### src/rtl/div_pipe.sv
// div_pipe: iterative radix-2 restoring divider for RV32M DIV/DIVU/REM/REMU.
// Accepts one op from issue, computes one quotient bit per cycle, and holds
// the result until the writeback arbiter grants it.
//
// state | meaning
// ------+------------------------------------------------------------
// IDLE  | ready for a new op from issue
// CALC  | 32 shift/subtract iterations on operand magnitudes
// FIX   | select quotient or remainder, apply sign, register result
// DONE  | result valid, waiting for writeback grant
module div_pipe #(
    parameter int XLEN      = 32,
    parameter int REG_WIDTH = 5
) (
    input  logic                 clk,
    input  logic                 rst_n,
    input  logic                 ix_div_valid,
    output logic                 ix_div_ready,
    input  logic [REG_WIDTH-1:0] ix_div_rd,
    input  logic [XLEN-1:0]      ix_div_rs1,
    input  logic [XLEN-1:0]      ix_div_rs2,
    input  logic [1:0]           ix_div_op,
    output logic                 div_wb_valid,
    input  logic                 div_wb_ready,
    output logic [REG_WIDTH-1:0] div_wb_rd,
    output logic [XLEN-1:0]      div_wb_result
);

    localparam int CNT_W = $clog2(XLEN);
    localparam logic [XLEN-1:0] MIN_VAL = {1'b1, {(XLEN-1){1'b0}}};

    typedef enum logic [1:0] {
        IDLE = 2'd0,
        CALC = 2'd1,
        FIX  = 2'd2,
        DONE = 2'd3
    } state_e;

    state_e                 state;
    state_e                 state_nxt;
    logic [CNT_W-1:0]       cnt;
    logic [XLEN-1:0]        quo;
    logic [XLEN-1:0]        rem;
    logic [XLEN-1:0]        dvsr;
    logic [REG_WIDTH-1:0]   rd_q;
    logic                   op_rem_q;
    logic                   neg_q_q;
    logic                   neg_r_q;

    logic                   accept;
    logic                   is_signed;
    logic                   is_rem;
    logic                   rs1_neg;
    logic                   rs2_neg;
    logic [XLEN-1:0]        abs_rs1;
    logic [XLEN-1:0]        abs_rs2;
    logic                   div_zero;
    logic                   ovf;
    logic                   special;
    logic [XLEN-1:0]        special_result;
    logic [XLEN:0]          trial;
    logic [XLEN-1:0]        fix_mag;
    logic                   fix_neg;
    logic [XLEN-1:0]        fix_result;

    assign ix_div_ready = (state == IDLE);
    assign div_wb_valid = (state == DONE);
    assign accept       = ix_div_valid & ix_div_ready;

    // Operand decode: magnitudes, sign flags and the two early-out cases.
    // The magnitude of the most negative value is itself, read as unsigned.
    always_comb begin
        is_signed = ~ix_div_op[0];
        is_rem    = ix_div_op[1];
        rs1_neg   = is_signed & ix_div_rs1[XLEN-1];
        rs2_neg   = is_signed & ix_div_rs2[XLEN-1];
        abs_rs1   = rs1_neg ? (~ix_div_rs1 + XLEN'(1)) : ix_div_rs1;
        abs_rs2   = rs2_neg ? (~ix_div_rs2 + XLEN'(1)) : ix_div_rs2;
        div_zero  = (ix_div_rs2 == '0);
        ovf       = is_signed & (ix_div_rs1 == MIN_VAL) & (ix_div_rs2 == '1);
        special   = div_zero | ovf;
        if (div_zero) begin
            special_result = is_rem ? ix_div_rs1 : '1;
        end else begin
            special_result = is_rem ? '0 : MIN_VAL;
        end
    end

    // Restoring step and final sign fix-up.
    always_comb begin
        trial      = {rem, quo[XLEN-1]} - {1'b0, dvsr};
        fix_mag    = op_rem_q ? rem : quo;
        fix_neg    = op_rem_q ? neg_r_q : neg_q_q;
        fix_result = fix_neg ? (~fix_mag + XLEN'(1)) : fix_mag;
    end

    // State register.
    always_ff @(posedge clk) begin
        if (!rst_n) begin
            state <= IDLE;
        end else begin
            state <= state_nxt;
        end
    end

    // Next-state logic.
    always_comb begin
        state_nxt = state;
        case (state)
            IDLE: begin
                if (accept) begin
                    state_nxt = special ? DONE : CALC;
                end
            end
            CALC: begin
                if (cnt == CNT_W'(XLEN - 1)) begin
                    state_nxt = FIX;
                end
            end
            FIX: begin
                state_nxt = DONE;
            end
            DONE: begin
                if (div_wb_ready) begin
                    state_nxt = IDLE;
                end
            end
            default: begin
                state_nxt = IDLE;
            end
        endcase
    end

    // Datapath: operand latch, iteration registers and the result register.
    always_ff @(posedge clk) begin
        if (!rst_n) begin
            cnt           <= '0;
            quo           <= '0;
            rem           <= '0;
            dvsr          <= '0;
            rd_q          <= '0;
            op_rem_q      <= 1'b0;
            neg_q_q       <= 1'b0;
            neg_r_q       <= 1'b0;
            div_wb_rd     <= '0;
            div_wb_result <= '0;
        end else begin
            case (state)
                IDLE: begin
                    if (accept) begin
                        rd_q     <= ix_div_rd;
                        op_rem_q <= is_rem;
                        neg_q_q  <= rs1_neg ^ rs2_neg;
                        neg_r_q  <= rs1_neg;
                        quo      <= abs_rs1;
                        rem      <= '0;
                        dvsr     <= abs_rs2;
                        cnt      <= '0;
                        if (special) begin
                            div_wb_rd     <= ix_div_rd;
                            div_wb_result <= special_result;
                        end
                    end
                end
                CALC: begin
                    cnt <= cnt + CNT_W'(1);
                    if (!trial[XLEN]) begin
                        rem <= trial[XLEN-1:0];
                        quo <= {quo[XLEN-2:0], 1'b1};
                    end else begin
                        rem <= {rem[XLEN-2:0], quo[XLEN-1]};
                        quo <= {quo[XLEN-2:0], 1'b0};
                    end
                end
                FIX: begin
                    div_wb_rd     <= rd_q;
                    div_wb_result <= fix_result;
                end
                default: begin
                end
            endcase
        end
    end

endmodule

### config.mk
export PLATFORM = sky130hd
export DESIGN_NAME = div_pipe
export DESIGN_NICKNAME = d
export VERILOG_FILES = /design/src/rtl/div_pipe.sv
export SDC_FILE = /design/constraint.sdc
export NUM_CORES = 1
export LEC_CHECK = 0
export BUFFER_PORTS_ARGS = -buffer_cell sky130_fd_sc_hd__buf_4
export CAP_MARGIN = 0
export CORE_MARGIN = 2
export CORE_UTILIZATION = 60
export DETAILED_ROUTE_END_ITERATION = 7
export GPL_TIMING_DRIVEN = 0
export PLACE_DENSITY = 0.82
export SLEW_MARGIN = 20
export SYNTH_ARGS = -nofsm -noshare
export SYNTH_HDL_FRONTEND = slang
export SYNTH_SLANG_ARGS = --single-unit
### constraint.sdc
create_clock -name clk -period 4.7 [get_ports clk]
set_input_delay 0.94 -clock clk [delete_from_list [all_inputs] [get_ports clk]]
set_output_delay 0.94 -clock clk [all_outputs]
set_load 0.03 [all_outputs]
==> results.json, run 1 <==
{
  "status": "completed",
  "final_common_cell": "nand2_1",
  "start_util_pct": 61.7,
  "post-route-cell-area_um2": 12500,
  "hold_path.class": "register to register",
  "insertion_delay_ns": 0.44,
  "power_uw": 4750,
  "syn_inst": 1437,
  "synth_fp_nets": 1555,
  "std_cell_rows": 48,
  "die_w_um": 138,
  "layout_common_cells": "nand2_1 (171), nor2_1 (151), dfxtp_1 (148)",
  "synth_cell_types": 79,
  "clockRootBuffer": "clkbuf_16",
  "worstPathRequired_ns": 5.07,
  "cts_tree": "built",
  "seq_area_frac_synth_pct": 27.7,
  "htreeDepth": 4,
  "hold_viol": 0,
  "layout.nets": 1686,
  "period_minus_slack_ns": 4.36,
  "p_leak_uw": 0.00473,
  "io-pin-count": 114,
  "grt_max_degree": 17,
  "dieArea_um2": 18900,
  "synth_compound_area_share_pct": 25.9,
  "finalSetupViolations": 0,
  "synthAdderAreaFrac_pct": 5.09,
  "coreArea_um2": 17400,
  "setup.worst_path.start_class": "register",
  "clk_transition_reported_paths_ns": 0.08,
  "synth_top_family_by_area": "compound AO/OA/AOI/OAI gates",
  "grt_pass1_vias": 10243,
  "timing.hold.ws_ns": 0.461,
  "diodes": 0,
  "drive_above_1_share_pct": 12.7,
  "ys_warn_count": 0,
  "synth-edff-count": 0,
  "slew_viol_final": 0,
  "pwr_density_cell_nw_per_um2": 381,
  "tightest_slew_ns": 0.960,
  "grt_util_all_layers_pct": 39.1,
  "die_h_um": 138,
  "drt_first_pass_iters": 7,
  "synth_xor_area_share_pct": 8.90,
  "synth.area.mux_share_pct": 4.73,
  "clock_skew_ns": 0.0153,
  "path_max_fanout": 10,
  "rsz0062_at_grt": "no",
  "postCtsHoldBufs": 0,
  "dp_hpwl_mm": 28.8,
  "ys.flop_type": "dfxtp_1",
  "grt_pass1_wl_mm": 55.9,
  "yosys.area_share.simple_pct": 21.9,
  "syn_area_per_cell_um2": 7.45,
  "cts_buffer_depth": 2,
  "first_iter_violations": 1242,
  "viasPerCell": 6.36,
  "post_dp_cell_area_um2": 11800,
  "cts_buffers": 17,
  "period_share_pct": 92.7,
  "tns_ns": 0,
  "ant_nets": 0,
  "max-slew-margin-rel_pct": 36.0,
  "port_buffers": 112,
  "wl_per_cell_um": 20.5,
  "antenna_found_initial": 0,
  "place_congestion": 0.971,
  "overflow": 0,
  "vias": 11480,
  "cp-end-kind": "register",
  "maxCapViolCount": 0,
  "drc": 0,
  "fmax_ghz": 0.230,
  "cp.arrival_ns": 4.73,
  "worstHoldPathCells": 2,
  "crit_type": "register to register",
  "reg2reg_depth": 14,
  "area_delta_synth_final_pct": 16.3,
  "synthesis.area_um2": 10700,
  "cts_num_sinks": 148,
  "ys_async_sr_fraction_pct": 0,
  "synth_seq_cells": 148,
  "totalWireLength_mm": 37.1,
  "vdd_ir_drop_max_mv": 0.429
}
-- Yosys cell counts (all sizes together) (11+ instances only) --
| cell | n | area [um2] |
|---|---|---|
| a21boi | 21 | 158 |
| nand2 | 171 | 642 |
| a31oi | 17 | 106 |
| o31ai | 11 | 82.6 |
| xnor2 | 67 | 587 |
| xor2 | 41 | 367 |
| ha | 42 | 526 |
| nor2 | 152 | 573 |
| nand2b | 13 | 81.3 |
| and2 | 11 | 68.8 |
| nand3 | 13 | 65.1 |
| a211oi | 45 | 363 |
| or3 | 16 | 100 |
| nor3b | 12 | 90.1 |
| nor4 | 13 | 103 |
| nor3 | 51 | 267 |
| mux2i | 45 | 450 |
| o21ai | 131 | 659 |
| buf | 26 | 151 |
| a21oi | 124 | 621 |
| clkbuf | 66 | 248 |
| inv | 56 | 210 |
| nand4 | 17 | 106 |
| dfxtp | 148 | 2960 |
-- per-stage QoR --
stage / setup WS (ns) / util, % / std cells
floorplan: 1.34 / - / 1437
global placement: 0.359 / 68.2 / 1774
detailed placement: 0.319 / 68.2 / 1774
CTS: 0.284 / 71.8 / 1806
global route: 0.0528 / 71.8 / 1806
finish: 0.343 / 71.8 / 1806
-- what timing repair did --
action,CTS,global route
setup endpoints to repair,0,2
resized for setup,0,1
setup buffers,0,0
-- worst max-delay path, stage by stage (launching register included) --
cell     delay (ns)
dfxtp_1        0.43
buf_2          0.30
buf_2          0.31
buf_2          0.33
buf_2          0.39
mux2i_1        0.28
ha_1           0.19
o21ai_0        0.26
nor4_4         0.51
inv_1          0.12
nor4_2         0.47
a31oi_1        0.17
xnor2_1        0.20
nand2_1        0.11
a31oi_1        0.20
-- cells by family (layout without fill, tap and decap cells) --
logic type,Yosys count,count (layout)
adders and majority gates,43,43
DFF,148,148
and+or+nand+nor,503,503
buffers and inverters,151,295
xor gates and xnor gates,108,108
muxes,50,50
AOI/OAI and AO/OA,434,434
-- final timing paths --
path / startpoint / to / slack (ns)
worst max register to register: op_rem_q$_SDFFE_PN0P_ / div_wb_result[30]$_SDFFE_PN0P_ / 0.34
worst max-delay path: op_rem_q$_SDFFE_PN0P_ / div_wb_result[30]$_SDFFE_PN0P_ / 0.34
worst min-delay path: div_wb_result[31]$_SDFFE_PN0P_ / div_wb_result[31]$_SDFFE_PN0P_ / 0.46
worst min register to register: div_wb_result[31]$_SDFFE_PN0P_ / div_wb_result[31]$_SDFFE_PN0P_ / 0.46
-- per-layer routing --
metal | GRT usage (%) | share of wire [%]
met1 | 52.0 | 42
met2 | 60.1 | 44
met5 | 0 | 0
met4 | 15.8 | 3.7
met3 | 10.1 | 11
-- state kept, by name, indices dropped and copies added (netlist names) --
signal / flops
neg_r_q: 1
div_wb_result: 32
dvsr: 32
rd_q: 5
quo: 32
div_wb_rd: 5
rem: 32
neg_q_q: 1
state: 2
op_rem_q: 1
cnt: 5
-- power breakdown --
part	total [uW]	switching, uW	leakage (uW)	internal, uW
Clock	1490	639	0.000295	852
Combinational	1720	1120	0.00323	600
Sequential	1540	147	0.00121	1390
Total	4750	1910	0.00473	2840
-- layout make-up --
| cell class | instances | area [um2] |
|---|---|---|
| Timing Repair Buffer | 112 | 841 |
| Clock inverter | 15 | 196 |
| Clock buffer | 17 | 425 |
| Multi-Input combinational cell | 1138 | 7130 |
| Inverter | 59 | 221 |
| Buffer | 92 | 399 |
| Tap cell | 225 | 282 |
| Fill cell | 1460 | 4900 |
| Sequential cell | 148 | 2960 |
Power figures use the tool's default switching activity.
==> run 2, diff against run 1 <==
CELL_PAD_IN_SITES_DETAIL_PLACEMENT = 0   (was unset)
CELL_PAD_IN_SITES_GLOBAL_PLACEMENT = 1   (was unset)
CORE_MARGIN = 5   (was 2)
CORE_UTILIZATION = 44   (was 60)
==> run 2 against run 1 <==
  * Register-to-register slack improved by 0.12 ns
  * Global-route usage fell by 12 points
  * Design area rose by 0.65%
  * Utilization fell by 20 points
  * Clock skew rose by 0.0024 ns
  * Flip-flop and latch count did not move
  * Combinational power barely moved
  * Critical endpoint unchanged
  * First-iteration DRC count fell by 18%
==> results.json, run 2 (synthesis gave the netlist of run 1 again) <==
{
  "status": "completed",
  "cp.arrival_ns": 4.60,
  "pwr_density_cell_nw_per_um2": 367,
  "drive_above_1_share_pct": 12.7,
  "std_cell_rows": 57,
  "diodes": 0,
  "dp_worst_setup_slack_ns": 0.298,
  "path_max_fanout": 10,
  "worstPathRequired_ns": 5.06,
  "port_buffers": 112,
  "cts_num_sinks": 148,
  "fillers": 2380,
  "grt_util_all_layers_pct": 27.0,
  "vias": 11198,
  "area_delta_synth_final_pct": 17.1,
  "cp-end-kind": "register",
  "p_clk_share_pct": 29.7,
  "internal_power_uw": 2700,
  "ant_nets": 0,
  "worst-r2r-setup-slack_ns": 0.46,
  "rsz0062_at_grt": "no",
  "period_share_pct": 90.2,
  "grt_max_degree": 18,
  "seqCellArea_um2": 2960,
  "cts_tree": "built",
  "first_iter_violations": 1019,
  "power_frac_seq_pct": 33.3,
  "fin_util_pct": 51.9,
  "vdd_ir_drop_max_mv": 0.249,
  "post_dp_cell_area_um2": 12000,
  "dp_hpwl_mm": 30.4,
  "layout_common_cells": "nand2_1 (171), nor2_1 (151), dfxtp_1 (148)",
  "totalWireLength_mm": 38.2,
  "cts_buffers": 17,
  "overflow": 0,
  "finalSetupViolations": 0,
  "crit_type": "register to register",
  "fmax_ghz": 0.236,
  "p_comb_share_pct": 37.0,
  "postCtsSetupRepairBufs": 0,
  "wl_per_cell_um": 20.0,
  "drt_first_pass_iters": 5,
  "insertion_delay_ns": 0.44,
  "clk_transition_reported_paths_ns": 0.08,
  "tns_ns": 0,
  "drc": 0,
  "p_leak_uw": 0.00472,
  "setup.worst_path.start_class": "register",
  "hold_path.class": "register to register",
  "die_w_um": 166,
  "start_util_pct": 44.3,
  "power_uw": 4610,
  "post-route-cell-area_um2": 12500,
  "htreeDepth": 4,
  "grt_pass1_wl_mm": 59.9,
  "setup_slack_ns": 0.459,
  "final_common_cell": "nand2_1",
  "switching_power_uw": 1910,
  "cts_buffer_depth": 2,
  "place_congestion": 0.924,
  "viasPerCell": 5.88,
  "multi_input_area_um2": 7130,
  "max-slew-margin-rel_pct": 36.2,
  "hold_viol": 0,
  "slew_viol_final": 0,
  "period_minus_slack_ns": 4.24,
  "clockRootBuffer": "clkbuf_16",
  "dieArea_um2": 27600,
  "coreArea_um2": 24200,
  "clock_skew_ns": 0.0176,
  "antenna_found_initial": 0,
  "postCtsHoldBufs": 0,
  "die_h_um": 166,
  "switching_share_pct": 41.4,
  "grt_pass1_vias": 10544,
  "io-pin-count": 114,
  "tightest_slew_ns": 0.957,
  "maxCapViolCount": 0,
  "layout.nets": 1686
}
==> run 2: area by class of cell <==
cell class / instances / share of cell area [%]
flip-flops and latches: 148 / 23.6
plain buffers: 92 / 3.18
well taps: 324 / 3.23
clock inverters: 15 / 1.23
repair buffers: 112 / 6.70
inverters: 59 / 1.77
clock buffers: 17 / 3.39
multi-input cells: 1138 / 56.9
==> run 2: worst paths after layout <==
| path | start | endpoint | cells past startpoint |
|---|---|---|---|
| worst max-delay path | op_rem_q$_SDFFE_PN0P_ | div_wb_result[30]$_SDFFE_PN0P_ | 14 |
| worst min-delay path | rd_q[2]$_SDFFE_PN0P_ | rd_q[2]$_SDFFE_PN0P_ | 2 |
| worst max register to register | op_rem_q$_SDFFE_PN0P_ | div_wb_result[30]$_SDFFE_PN0P_ | 14 |
| worst min register to register | rd_q[2]$_SDFFE_PN0P_ | rd_q[2]$_SDFFE_PN0P_ | 2 |
==> run 2: worst max-delay path, cell delays in order (launching register included) <==
cell and delay, ns:
dfxtp_1 0.42, buf_2 0.28, buf_2 0.30, buf_2 0.33
buf_2 0.39, mux2i_1 0.27, ha_1 0.20, o21ai_0 0.28
nor4_4 0.44, inv_1 0.13, nor4_2 0.44, a31oi_1 0.17
xnor2_1 0.23, nand2_1 0.10, a31oi_1 0.17
==> run 2: power groups by stage <==
stage | logic (uW) | registers, uW | clock network (uW)
6_report | 1710 | 1530 | 1370
5_1_grt | 1870 | 1550 | 1440
4_1_cts | 1680 | 1530 | 1380
3_5_place_dp | 1670 | 1550 | 0
3_3_place_gp | 1660 | 1550 | 0
2_1_floorplan | 1160 | 1510 | 0
==> run 2: per-layer routing <==
layer | global-route usage (%) | part of all wire [%] | vias to the layer above
met5 | 0 | 0 | -
met2 | 41.9 | 44 | 437
met1 | 38.1 | 46 | 5301
met3 | 5.64 | 7.3 | 66
met4 | 7.53 | 2.5 | 0
li1 | - | - | 5394
==> run 2: per-stage QoR <==
step / hold WS [ns] / instances
2_1_floorplan: 0.436 / 1437
3_3_place_gp: 0.445 / 1873
3_5_place_dp: 0.446 / 1873
4_1_cts: 0.458 / 1905
5_1_grt: 0.500 / 1905
6_report: 0.456 / 1905
==> run 2: what timing repair did <==
| item | in CTS | in global routing |
|---|---|---|
| resized for setup | 0 | 1 |
| endpoints found under the hold margin | 0 | 0 |
| endpoints found under the setup margin | 0 | 3 |
==> run 3, diff against run 2 <==
PLACE_DENSITY = unset   (was 0.82)
PLACE_DENSITY_LB_ADDON = 0.12   (was unset)
==> run 3 against run 2 <==
  * Sequential share of layout area about the same
  * Flip-flop and latch count unchanged
  * Fmax increased by 1.1%
  * Global-route usage increased by 0.53 points
  * Utilization increased by 0.088 points
  * Cell count about the same
  * Critical path type unchanged
  * Critical endpoint unchanged
  * Largest cell class unchanged
  * Highest routed layer unchanged
==> results.json, run 3 (synthesis gave the netlist of run 1 again) <==
{
  "status": "completed",
  "tns_ns": 0,
  "path_max_fanout": 10,
  "reg2reg_depth": 14,
  "layout.nets": 1687,
  "timing.hold.ws_ns": 0.457,
  "drc": 0,
  "htreeDepth": 4,
  "clock_skew_ns": 0.0181,
  "cts_num_sinks": 148,
  "critPathLaunch": "op_rem_q$_SDFFE_PN0P_",
  "timing.critical_path.cells": "buf_2 -> buf_2 -> buf_2 -> buf_2 -> mux2i_1 -> ha_1 -> o21ai_0 -> nor4_4 -> inv_1 -> nor4_2 -> a31oi_1 -> xnor2_1 -> nand2_1 -> a31oi_1",
  "switching_share_pct": 40.4,
  "max-slew-margin-rel_pct": 36.8,
  "port_buffers": 112,
  "slew_viol_final": 0,
  "grt_max_degree": 17,
  "coreArea_um2": 24200,
  "clk_transition_reported_paths_ns": 0.08,
  "cpMaxStageDelayCell": "nor4_2",
  "switching_power_uw": 1890,
  "wl_per_cell_um": 20.5,
  "power_frac_seq_pct": 32.7,
  "worst-r2r-setup-slack_ns": 0.51,
  "cp-end-kind": "register",
  "dp_hpwl_mm": 31.1,
  "cts_tree": "built",
  "io-pin-count": 114,
  "cpMostUsedCell": "buf_2",
  "grt_util_all_layers_pct": 27.5,
  "area_delta_synth_final_pct": 17.3,
  "critPathMaxStageDelay_ns": 0.46,
  "p_clk_share_pct": 30.4,
  "hold_viol": 0,
  "diodes": 0,
  "fmax_ghz": 0.238,
  "die_h_um": 166,
  "worstPathRequired_ns": 5.07,
  "crit_type": "register to register",
  "overflow": 0,
  "start_util_pct": 44.3,
  "p_comb_share_pct": 36.9,
  "rsz0062_at_grt": "no",
  "drive_above_1_share_pct": 12.7,
  "ant_nets": 0,
  "hold_path.class": "register to register",
  "period_share_pct": 89.2,
  "die_w_um": 166,
  "p_leak_uw": 0.00473,
  "crit_end": "div_wb_result[30]$_SDFFE_PN0P_",
  "postCtsHoldBufs": 0,
  "tightest_slew_ns": 0.949,
  "insertion_delay_ns": 0.44,
  "r2r_start": "op_rem_q$_SDFFE_PN0P_",
  "grt_pass1_vias": 10442,
  "clockRootBuffer": "clkbuf_16",
  "vias": 11005,
  "cts_buffer_depth": 2,
  "viasPerCell": 5.77,
  "r2r_end": "div_wb_result[30]$_SDFFE_PN0P_",
  "antenna_found_initial": 0,
  "cp.arrival_ns": 4.56,
  "internal_power_uw": 2790,
  "setup.worst_path.start_class": "register",
  "first_iter_violations": 1029,
  "grt_pass1_wl_mm": 60.5,
  "dieArea_um2": 27600,
  "drt_first_pass_iters": 5,
  "final_common_cell": "nand2_1",
  "cts_buffers": 17,
  "pwr_density_cell_nw_per_um2": 373,
  "period_minus_slack_ns": 4.19,
  "place_congestion": 0.929,
  "layout_common_cells": "nand2_1 (171), nor2_1 (151), dfxtp_1 (148)",
  "finalSetupViolations": 0,
  "totalWireLength_mm": 39.0,
  "std_cell_rows": 57,
  "maxCapViolCount": 0,
  "vdd_ir_drop_max_mv": 0.209
}
## run 3: worst max-delay path, delay by kind of cell (launching register included)
kind,cells,cell delay (ns)
xor+xnor,1,0.31
buf+inv,5,1.47
fa+ha+maj,1,0.20
mux,1,0.28
compound gates,3,0.62
flops,1,0.41
simple gates,3,0.84
## run 3: routing by layer
layer  vias to the layer above  part of all wire [%]  global-route usage [%]
li1                       5394                     -                       -
met1                      5193                    48                    40.7
met2                       371                    44                    41.9
met3                        47                   6.1                    4.36
met4                         0                   1.7                    6.89
met5                         -                     0                       0
## run 3: cell type report
type	count	area [um2]
plain buffers	92	399
clock buffers	17	425
clock inverters	15	168
fillers	2429	11600
inverters	59	221
multi-input cells	1138	7130
flip-flops and latches	148	2960
well taps	324	405
repair buffers	113	848
## run 3: how the worst min path moves through the flow
stage	startpoint	to	slack (ns)	cells after the start
2_1_floorplan	rd_q[0]$_SDFFE_PN0P_	rd_q[0]$_SDFFE_PN0P_	0.44	2
3_3_place_gp	rd_q[1]$_SDFFE_PN0P_	rd_q[1]$_SDFFE_PN0P_	0.44	2
3_5_place_dp	rd_q[3]$_SDFFE_PN0P_	rd_q[3]$_SDFFE_PN0P_	0.45	2
4_1_cts	rd_q[3]$_SDFFE_PN0P_	rd_q[3]$_SDFFE_PN0P_	0.46	2
5_1_grt	rd_q[2]$_SDFFE_PN0P_	rd_q[2]$_SDFFE_PN0P_	0.48	2
6_report	rd_q[1]$_SDFFE_PN0P_	rd_q[1]$_SDFFE_PN0P_	0.46	2
## run 3: power by group through the flow
| stage | registers, uW | clock network (uW) | logic (uW) |
|---|---|---|---|
| 2_1_floorplan | 1510 | 0 | 1160 |
| 3_3_place_gp | 1550 | 0 | 1690 |
| 3_5_place_dp | 1550 | 0 | 1690 |
| 4_1_cts | 1530 | 1440 | 1700 |
| 5_1_grt | 1550 | 1500 | 1900 |
| 6_report | 1530 | 1420 | 1730 |
## run 3: stage by stage
step	util (%)	power [uW]	cell area (um2)	setup slack [ns]	std cells
floorplan	-	2670	10700	1.34	1437
global placement	49.5	3240	12000	0.137	1873
detailed placement	49.5	3240	12000	0.183	1873
CTS	51.9	4660	12500	0.143	1905
global route	52.0	4950	12600	0.205	1906
finish	52.0	4680	12600	0.506	1906
## run 3: what timing repair did
item	CTS	global route
setup buffers	0	1
setup endpoints to repair	0	3
gates resized for setup	0	1
endpoints found under the hold margin	0	0
